File: config.mk
export PLATFORM = sky130hd
export DESIGN_NAME = gray_step_sequencer_flat
export DESIGN_NICKNAME = d
export VERILOG_FILES = /design/src/rtl/gray_step_sequencer_if.sv /design/src/rtl/gray_step_sequencer.sv /design/src/flat_wrapper.sv
export SDC_FILE = /design/constraint.sdc
export NUM_CORES = 1
export LEC_CHECK = 0
export CAP_MARGIN = 15
export CORE_MARGIN = 2
export CORE_UTILIZATION = 54
export CTS_BUF_LIST = sky130_fd_sc_hd__clkbuf_16
export DETAILED_ROUTE_END_ITERATION = 7
export PLACE_DENSITY = 0.86
export RECOVER_POWER = 25
export SYNTH_ARGS = -nofsm -noshare
export SYNTH_HDL_FRONTEND = slang
export SYNTH_SLANG_ARGS = --single-unit
File: constraint.sdc
create_clock -name clk -period 2.8 [get_ports clk]
set_input_delay 0.56 -clock clk [delete_from_list [all_inputs] [get_ports clk]]
set_output_delay 0.56 -clock clk [all_outputs]
set_load 0.05 [all_outputs]
File: src/rtl/gray_step_sequencer_if.sv
`default_nettype none
// ============================================================================
//  Module      : gray_step_sequencer_if
//  Description : Command and status bundle for gray_step_sequencer.
//                The master (host) drives the command handshake and the
//                hold/abort controls. The slave (sequencer) returns
//                cmd_ready, the Gray position and the status pulses.
//  Signals     : cmd_valid, cmd_op[1:0], cmd_arg[WIDTH-1:0], hold, abort
//                (master -> slave); cmd_ready, gray_out[WIDTH-1:0], busy,
//                done, aborted, wrap (slave -> master)
//  Revision    : 1.0 - initial release
// ============================================================================
interface gray_step_sequencer_if #(
  parameter int WIDTH = 4
);
  logic             cmd_valid;
  logic             cmd_ready;
  logic [1:0]       cmd_op;
  logic [WIDTH-1:0] cmd_arg;
  logic             hold;
  logic             abort;
  logic [WIDTH-1:0] gray_out;
  logic             busy;
  logic             done;
  logic             aborted;
  logic             wrap;

  modport master (
    output cmd_valid, cmd_op, cmd_arg, hold, abort,
    input  cmd_ready, gray_out, busy, done, aborted, wrap
  );

  modport slave (
    input  cmd_valid, cmd_op, cmd_arg, hold, abort,
    output cmd_ready, gray_out, busy, done, aborted, wrap
  );
endinterface
`default_nettype wire

File: src/rtl/gray_step_sequencer.sv
`default_nettype none
// ============================================================================
//  Module      : gray_step_sequencer
//  Description : Command-driven controller owning a WIDTH-bit Gray counter.
//                Commands (STEP_UP N, STEP_DOWN N, LOAD, CLEAR) are taken
//                over a valid/ready handshake while idle. Stepping moves one
//                Gray code per enabled cycle and honours hold and abort.
//                Completion, abort and wrap-around are one-cycle pulses.
//  Ports       : clk    - clock, rising edge
//                reset  - asynchronous, active-high; clears all state
//                bus    - gray_step_sequencer_if.slave (command + status)
//  Revision    : 1.0 - initial release
// ============================================================================
module gray_step_sequencer #(
  parameter int WIDTH = 4
) (
  input  wire                   clk,
  input  wire                   reset,
  gray_step_sequencer_if.slave  bus
);

  localparam logic [1:0] c_op_step_up   = 2'b00;
  localparam logic [1:0] c_op_step_down = 2'b01;
  localparam logic [1:0] c_op_load      = 2'b10;
  localparam logic [1:0] c_op_clear     = 2'b11;

  localparam logic [WIDTH-1:0] c_zero = '0;
  localparam logic [WIDTH-1:0] c_one  = {{(WIDTH-1){1'b0}}, 1'b1};
  localparam logic [WIDTH-1:0] c_max  = '1;

  typedef enum logic [1:0] {
    S_IDLE = 2'd0,
    S_RUN  = 2'd1,
    S_DONE = 2'd2
  } state_t;

  state_t           r_state, w_state_nxt;
  logic [WIDTH-1:0] r_bin, w_bin_nxt;
  logic [WIDTH-1:0] r_gray;
  logic [WIDTH-1:0] r_rem, w_rem_nxt;
  logic             r_dir, w_dir_nxt;      // 0 = up, 1 = down
  logic             r_wrap, w_wrap_nxt;
  logic             r_aborted, w_aborted_nxt;
  logic             w_accept;
  logic [WIDTH-1:0] w_load_bin;

  assign w_accept = bus.cmd_valid && (r_state == S_IDLE);

  // Gray to binary: each binary bit is the XOR of all Gray bits at or above it.
  // Shifting right zero-fills, so the reduction covers cmd_arg[WIDTH-1:i].
  for (genvar i = 0; i < WIDTH; i++) begin : g_gray2bin
    assign w_load_bin[i] = ^(bus.cmd_arg >> i);
  end

  // Next-state and datapath
  always_comb begin
    w_state_nxt   = r_state;
    w_bin_nxt     = r_bin;
    w_rem_nxt     = r_rem;
    w_dir_nxt     = r_dir;
    w_wrap_nxt    = 1'b0;
    w_aborted_nxt = 1'b0;

    case (r_state)
      S_IDLE: begin
        if (w_accept) begin
          case (bus.cmd_op)
            c_op_step_up, c_op_step_down: begin
              w_dir_nxt   = bus.cmd_op[0];
              w_rem_nxt   = bus.cmd_arg;
              w_state_nxt = S_RUN;
            end
            c_op_load: begin
              w_bin_nxt   = w_load_bin;
              w_state_nxt = S_DONE;
            end
            c_op_clear: begin
              w_bin_nxt   = c_zero;
              w_state_nxt = S_DONE;
            end
            default: w_state_nxt = S_IDLE;
          endcase
        end
      end

      S_RUN: begin
        if (bus.abort) begin
          w_state_nxt   = S_IDLE;
          w_aborted_nxt = 1'b1;
          w_rem_nxt     = c_zero;
        end else if (bus.hold) begin
          w_state_nxt = S_RUN;
        end else if (r_rem == c_zero) begin
          // N=0 completes without moving the counter
          w_state_nxt = S_DONE;
        end else begin
          if (r_dir) begin
            w_bin_nxt  = r_bin - c_one;
            w_wrap_nxt = (r_bin == c_zero);
          end else begin
            w_bin_nxt  = r_bin + c_one;
            w_wrap_nxt = (r_bin == c_max);
          end
          w_rem_nxt = r_rem - c_one;
          if (r_rem == c_one) begin
            w_state_nxt = S_DONE;
          end
        end
      end

      S_DONE: w_state_nxt = S_IDLE;

      default: w_state_nxt = S_IDLE;
    endcase
  end

  // State register; gray_out is registered alongside the binary count
  always_ff @(posedge clk or posedge reset) begin
    if (reset) begin
      r_state   <= S_IDLE;
      r_bin     <= c_zero;
      r_gray    <= c_zero;
      r_rem     <= c_zero;
      r_dir     <= 1'b0;
      r_wrap    <= 1'b0;
      r_aborted <= 1'b0;
    end else begin
      r_state   <= w_state_nxt;
      r_bin     <= w_bin_nxt;
      r_gray    <= w_bin_nxt ^ (w_bin_nxt >> 1);
      r_rem     <= w_rem_nxt;
      r_dir     <= w_dir_nxt;
      r_wrap    <= w_wrap_nxt;
      r_aborted <= w_aborted_nxt;
    end
  end

  assign bus.cmd_ready = (r_state == S_IDLE);
  assign bus.busy      = (r_state == S_RUN);
  assign bus.done      = (r_state == S_DONE);
  assign bus.aborted   = r_aborted;
  assign bus.wrap      = r_wrap;
  assign bus.gray_out  = r_gray;

endmodule
`default_nettype wire

File: src/flat_wrapper.sv
// flat-port wrapper written by rule: the top's interface ports become plain ports
module gray_step_sequencer_flat 
#(
  parameter int WIDTH = 4
)
  (clk, reset, bus_cmd_valid, bus_cmd_op, bus_cmd_arg, bus_hold, bus_abort, bus_cmd_ready, bus_gray_out, bus_busy, bus_done, bus_aborted, bus_wrap);
  gray_step_sequencer_if #(.WIDTH(WIDTH)) bus_i ();
  input  wire clk;
  input  wire reset;
  input wire logic [$bits(bus_i.cmd_valid)-1:0] bus_cmd_valid;
  input wire logic [$bits(bus_i.cmd_op)-1:0] bus_cmd_op;
  input wire logic [$bits(bus_i.cmd_arg)-1:0] bus_cmd_arg;
  input wire logic [$bits(bus_i.hold)-1:0] bus_hold;
  input wire logic [$bits(bus_i.abort)-1:0] bus_abort;
  output wire logic [$bits(bus_i.cmd_ready)-1:0] bus_cmd_ready;
  output wire logic [$bits(bus_i.gray_out)-1:0] bus_gray_out;
  output wire logic [$bits(bus_i.busy)-1:0] bus_busy;
  output wire logic [$bits(bus_i.done)-1:0] bus_done;
  output wire logic [$bits(bus_i.aborted)-1:0] bus_aborted;
  output wire logic [$bits(bus_i.wrap)-1:0] bus_wrap;
  assign bus_i.cmd_valid = bus_cmd_valid;
  assign bus_i.cmd_op = bus_cmd_op;
  assign bus_i.cmd_arg = bus_cmd_arg;
  assign bus_i.hold = bus_hold;
  assign bus_i.abort = bus_abort;
  assign bus_cmd_ready = bus_i.cmd_ready;
  assign bus_gray_out = bus_i.gray_out;
  assign bus_busy = bus_i.busy;
  assign bus_done = bus_i.done;
  assign bus_aborted = bus_i.aborted;
  assign bus_wrap = bus_i.wrap;
  gray_step_sequencer #(.WIDTH(WIDTH)) u_core (.clk(clk), .reset(reset), .bus(bus_i));
endmodule
==> Word-level counts from Yosys, hierarchy flattened <==
Cells that the tools add are included.
{ "totals": {"ff_bits": 17, "input_bits": 11, "output_inout_bits": 9, "wordCells": 65} }
{ "op_classes": {"add_sub_neg": 3, "n_eq_ne": 12, "muxes": 27, "n_bitwise": 1, "n_reduce_logical": 15} }
{ "ops": {"columns": ["cell", "count"], "rows": [
  ["4-bit 2-to-1 mux", 10],
  ["4-bit case mux with 2 select lines", 3],
  ["4-bit parity", 4],
  ["2-bit 2-to-1 mux", 5],
  ["4-bit logical NOT", 2],
  ["2-bit case mux with 2 select lines", 2],
  ["4-bit by 1-bit subtractor with 4-bit output (second input constant)", 2],
  ["1-bit 2-to-1 mux", 7],
  ["2-bit equality test (second input constant)", 3],
  ["3-bit != test (second input constant)", 2],
  ["5-bit by 3-bit != test with 1-bit output (second input constant)", 1],
  ["5-bit AND reduction", 1],
  ["4-bit by 1-bit adder with 4-bit output (second input constant)", 1],
  ["2-bit by 1-bit equality test with 1-bit output (second input constant)", 2],
  ["4-bit by 1-bit equality test with 1-bit output (second input constant)", 1],
  ["4-bit equality test (second input constant)", 1],
  ["2-bit logical NOT", 2],
  ["2-bit by 1-bit != test with 1-bit output (second input constant)", 2],
  ["2-bit OR reduction", 2],
  ["4-bit by 3-bit bitwise XOR with 4-bit output", 1],
  ["3-bit AND reduction", 1],
  ["2-bit AND reduction", 1],
  ["2-bit nonzero test", 1],
  ["1-bit logical AND", 1]
]} }

==> Longest topological paths before layout <==
{ "depth": {"depth_word": 7, "ltp_mapped": 8, "depth_no_buf": 7} }

==> Worst setup path before layout <==
No wires, ideal clock.
{ "synth_timing": {"kind": "in2reg", "start": "in bus_abort", "end": "reg u_core.r_gray[0] (netlist: u_core.bus.gray_out[0])", "setup_ns": 0.079, "t_arrival_ns": 1.929, "required_time_ns": 2.721, "slack_ns": 0.792, "path_stages": 6, "n_path_buf": 1, "path_cell_list": "or3b_4 > or3_1 > buf_2 > mux2_4 > o31ai_4 > xor2_1"} }
{ "synth_between": {"elab_chain_cells": 3} }
{ "synth_rtl": {"columns": ["item", "line", "text"], "rows": [
  ["start, declared", "flat_wrapper.sv:14", "input wire logic [$bits(bus_i.abort)-1:0] bus_abort;"],
  ["4-bit 2-to-1 mux", "gray_step_sequencer.sv:87", "if (bus.abort) begin"],
  ["4-bit case mux with 2 select lines", "gray_step_sequencer.sv:64", "case (r_state)"],
  ["named net u_core.w_bin_nxt[0]", "gray_step_sequencer.sv:38", "logic [WIDTH-1:0] r_bin, w_bin_nxt;"],
  ["4-bit by 3-bit bitwise XOR with 4-bit output", "gray_step_sequencer.sv:130", "r_gray <= w_bin_nxt ^ (w_bin_nxt >> 1);"],
  ["end signal, assigned", "gray_step_sequencer.sv:122", "r_gray <= c_zero;"],
  ["end signal, assigned", "gray_step_sequencer.sv:130", null],
  ["end, declared", "gray_step_sequencer.sv:39", "logic [WIDTH-1:0] r_gray;"]
]} }
The timed path passes the listed nets, and every way through them passes these cells.
A chain may end at the register's enable or synchronous reset.

==> Final worst setup path <==
{ "layout_timing": {"start": "reg u_core.r_state[0]", "end": "out bus_busy"} }
{ "layout_between": {"elab_chain_cells": 1} }
{ "layout_rtl": {"columns": ["item", "line", "text"], "rows": [
  ["start, declared", "gray_step_sequencer.sv:37", "state_t r_state, w_state_nxt;"],
  ["start signal, assigned", "gray_step_sequencer.sv:128", "r_state <= w_state_nxt;"],
  ["2-bit by 1-bit equality test with 1-bit output", "gray_step_sequencer.sv:139", "assign bus.busy = (r_state == S_RUN);"],
  ["end, declared", "flat_wrapper.sv:17", "output wire logic [$bits(bus_i.busy)-1:0] bus_busy;"]
]} }
Every way passes these cells.

==> impl_summary.md <==
Outcome
The run finished with clean final reports.

Detailed routing
In the routed layout, each cell is associated on average with a via count of 5.72. The detailed router finished its first iteration with 24 violations. Across all layers, the routed design uses about 860 vias. Before antenna repair, the detailed router went through 4 iterations. The remaining antenna violation count is 0. For this run, design rule violations remaining after detail routing come to 0. After detailed routing, the average wire length per cell comes to 14.6 um. Summed over all layers, the routed wires come to 2210 um.

STA
The time the final worst path needs with I/O delays and setup is 2.51 ns. The final hold violation count is 0. The worst pin sits at a relative slew slack of 0.600. The post-route clock skew is 0.00342 ns. The measured slew at the worst slew-check pin is approximately 0.6 ns. Setup violations remaining at the end of the flow were counted as 0.

Setup repair after global routing left no endpoint under its margin. The number of pins exceeding their max-slew limit in the final report is 0. The setup total negative slack is 0 ns.

Of the available clock period, the critical path in the final layout requires 0.895. For this run, the top clock speed supported by timing is 399 MHz.

Pwr
In this run the power density over the cells is 1080 nW/um^2. The maximum VDD drop is between 800 and 900 uV. Summed over all cells, the static leakage comes to roughly 0.57 nW.

Summing internal, switching and leakage power gives 1.41 mW.

Setup path
On the critical path, the stage with the largest delay is an instance of sky130_fd_sc_hd__clkdlybuf4s50_1. The data required time of the worst path is 2.24 ns. On the critical path the largest part of the delay comes from buffers and inverters. The type of destination of the critical path is a primary output. The signal on the critical path passes through nand2b_1 > inv_1 > clkdlybuf4s50_1. The maximum single-stage delay on the critical path is 0.80 ns.

The maximum net fanout on the critical path is 11. The buffering stage count on the worst path with inverters included is 2. The critical path launch point type is a register. Data on the critical path arrives at its endpoint at between 1.5 and 2 ns. The critical path in this run is classified as reg -> out.

Clock network
The number of clock sinks seen by CTS is 16. The count of instances resized after the clock tree is built is 0. The number of buffers inserted for hold repair after clock tree synthesis is 0. After clock tree synthesis, the clock-pin slew on the worst setup and hold paths is 0.05 ns. Post-CTS timing repair inserted 0 buffers for setup. TritonCTS built the clock tree. Buffers inserted during clock tree synthesis total 3. At the later pin of the worst-skew pair, clock insertion delay measures 0.25 ns. The clock tree buffer depth is 2. The clock root buffer master is sky130_fd_sc_hd__clkbuf_16. CTS built an H-tree with a depth of 1.

Final layout
From synthesis to final layout, the design area changed by 27.9%. Once layout is complete, the utilization of the core stands at 0.747. The number of nets in the finished design is about 140. 0 antenna diodes ended up in the layout. The final standard cell area without fillers is 1300 um^2. The fraction of final layout cells sized beyond drive strength 1 is 0.0714. After the flow finishes, the layout carries non-filler instances totaling 151.

Logic synthesis
Yosys mapped a number of flops with a built-in enable equal to 0. The most repeated cell in the gate-level netlist after synthesis is sky130_fd_sc_hd__dfrtp_1. The post-synthesis cell count is 107. The post-synthesis net count is 124.

The top cell type by total area after synthesis is sky130_fd_sc_hd__dfrtp_1. Synthesis inferred 16 register bits. The count of cell types in the netlist is 38. Yosys attributes the largest share of cell area to sky130_fd_sc_hd__dfrtp_1, sky130_fd_sc_hd__ha_1, sky130_fd_sc_hd__xnor2_1, sky130_fd_sc_hd__a21oi_1, sky130_fd_sc_hd__xor2_1.

By count the netlist is led by sky130_fd_sc_hd__dfrtp_1, sky130_fd_sc_hd__inv_1, sky130_fd_sc_hd__nor2_1. The mapped netlist covers 1020 um^2. The most used flip-flop cell after synthesis is sky130_fd_sc_hd__dfrtp_1. For this run, the register share of the synthesized area comes to 0.393.

In this run the mean area of a mapped cell was 9.53 um^2. The number of warnings reported in the yosys synthesis log is 0. The share of synthesized area in the top cell type comes to 0.393. After synthesis, the share of flip-flops with an asynchronous set or reset is 1.00.

Place
In this run, placement finished with an instance count of 147. The quantity of I/O buffers inserted on ports is 19. At the end of routability-driven placement, the weighted congestion stood at 0.924. Summed over all nets, the half-perimeter wirelength after detailed placement is 1640 um. In this run the cell area measured after placement is 1230 um^2.

Global routing
The first global-routing pass estimated 3480 um of wire. The sum of overflow across all layers after global routing is 0. The maximum number of pins on one net before global-route repair is 17. The number of global-route vias before repair was ~810. The number of antenna violations at the first check in global routing was 0. For this run, the total global-route usage over all layers was measured as 0.227.

Job
Max-cap violations in this run came to 0.

Floorplanning
The I/O pin count is 20. The total area inside the core boundary comes to 1750 um^2. Measured along the y axis, the die boundary spans 47.5 um.

The placement row count is 15. The die is 47.5 um wide. The full die area is 2250 um^2. The starting density of the core is 0.584.

Min path
The worst hold path belongs to the class reg -> reg.
cells in the final DEF (no fill, tap or decap), types with 2 or more instances in the layout:
cell and instances:
sky130_fd_sc_hd__nor2_1 8, sky130_fd_sc_hd__ha_1 5, sky130_fd_sc_hd__xnor2_1 5, sky130_fd_sc_hd__dfrtp_1 16, sky130_fd_sc_hd__a31oi_1 3, sky130_fd_sc_hd__nand2_1 3, sky130_fd_sc_hd__nor2b_1 2, sky130_fd_sc_hd__a21oi_1 7
sky130_fd_sc_hd__nand2b_1 2, sky130_fd_sc_hd__o21ai_0 5, sky130_fd_sc_hd__nor3_1 6, sky130_fd_sc_hd__xor2_1 4, sky130_fd_sc_hd__o21bai_1 2, sky130_fd_sc_hd__a21o_1 2, sky130_fd_sc_hd__nor4_1 2, sky130_fd_sc_hd__clkdlybuf4s50_1 18
sky130_fd_sc_hd__inv_1 8, sky130_fd_sc_hd__nor3b_1 3, sky130_fd_sc_hd__clkbuf_16 3
registers in the layout (all words and copies together) (netlist names):
| signal | count |
|---|---|
| u_core.bus.aborted | 1 |
| u_core.bus.gray_out | 3 |
| u_core.bus.wrap | 1 |
| u_core.r_bin | 4 |
| u_core.r_dir | 1 |
| u_core.r_rem | 4 |
| u_core.r_state | 2 |
cells by family after synthesis:
kind of cell / synth area share
AND/OR/NAND/NOR: 0.177
flip-flops: 0.393
multiplexers: 0.0356
adder cells (fa/ha/maj): 0.0810
XOR/XNOR: 0.0773
buffers and inverters: 0.0564
AO/OA/AOI/OAI: 0.180
metal layers:
metal,GRT usage,up-vias,share of wire
li1,-,417,-
met1,0.276,398,0.41
met2,0.384,41,0.49
met3,0.0377,7,0.073
met4,0.117,0,0.021
met5,0,-,0
path summary, 6_finish.rpt:
path	start	to	slack [ns]	depth (start not counted)
setup / recovery	u_core.r_state[0]$_DFFE_PP0P_	bus_busy	0.29	3
hold / removal	u_core.r_rem[1]$_DFFE_PP0P_	u_core.r_rem[1]$_DFFE_PP0P_	0.58	2
setup reg to reg	u_core.r_state[0]$_DFFE_PP0P_	u_core.bus.gray_out[0]$_DFF_PP0_	0.69	5
hold reg to reg	u_core.r_rem[1]$_DFFE_PP0P_	u_core.r_rem[1]$_DFFE_PP0P_	0.58	2
max in group asynchronous	reset	u_core.r_rem[1]$_DFFE_PP0P_	1.58	2
min in group asynchronous	reset	u_core.bus.gray_out[0]$_DFF_PP0_	0.82	2
per-stage QoR:
stage	hold slack [ns]	setup slack, ns
CTS	0.573	0.282
global route	0.591	0.222
detailed placement	0.556	0.288
global placement	0.540	0.321
finish	0.579	0.293
floorplan	0.474	0.792
worst reg2reg max path: stages, from the launching register on:
cell and delay [ns]:
sky130_fd_sc_hd__dfrtp_1 0.53, sky130_fd_sc_hd__or3b_4 0.45, sky130_fd_sc_hd__or3_1 0.48, sky130_fd_sc_hd__mux2_4 0.35
sky130_fd_sc_hd__o31ai_4 0.06, sky130_fd_sc_hd__xor2_1 0.16
power by group:
part	internal, mW	switching, mW	total [mW]
Combinational	0.297	0.403	0.699
Clock	0.189	0.0870	0.276
Sequential	0.326	0.109	0.435
Total	0.812	0.598	1.41
area by class of cell:
cell class | count | area, um^2
tap | 25 | 31.3
inverter | 8 | 30.0
clock buffer | 3 | 75.1
fill | 141 | 442
timing repair buffer | 21 | 201
multi-input combinational | 77 | 562
clock inverter | 1 | 3.75
sequential | 16 | 400
(Power assumes the default switching activity.)
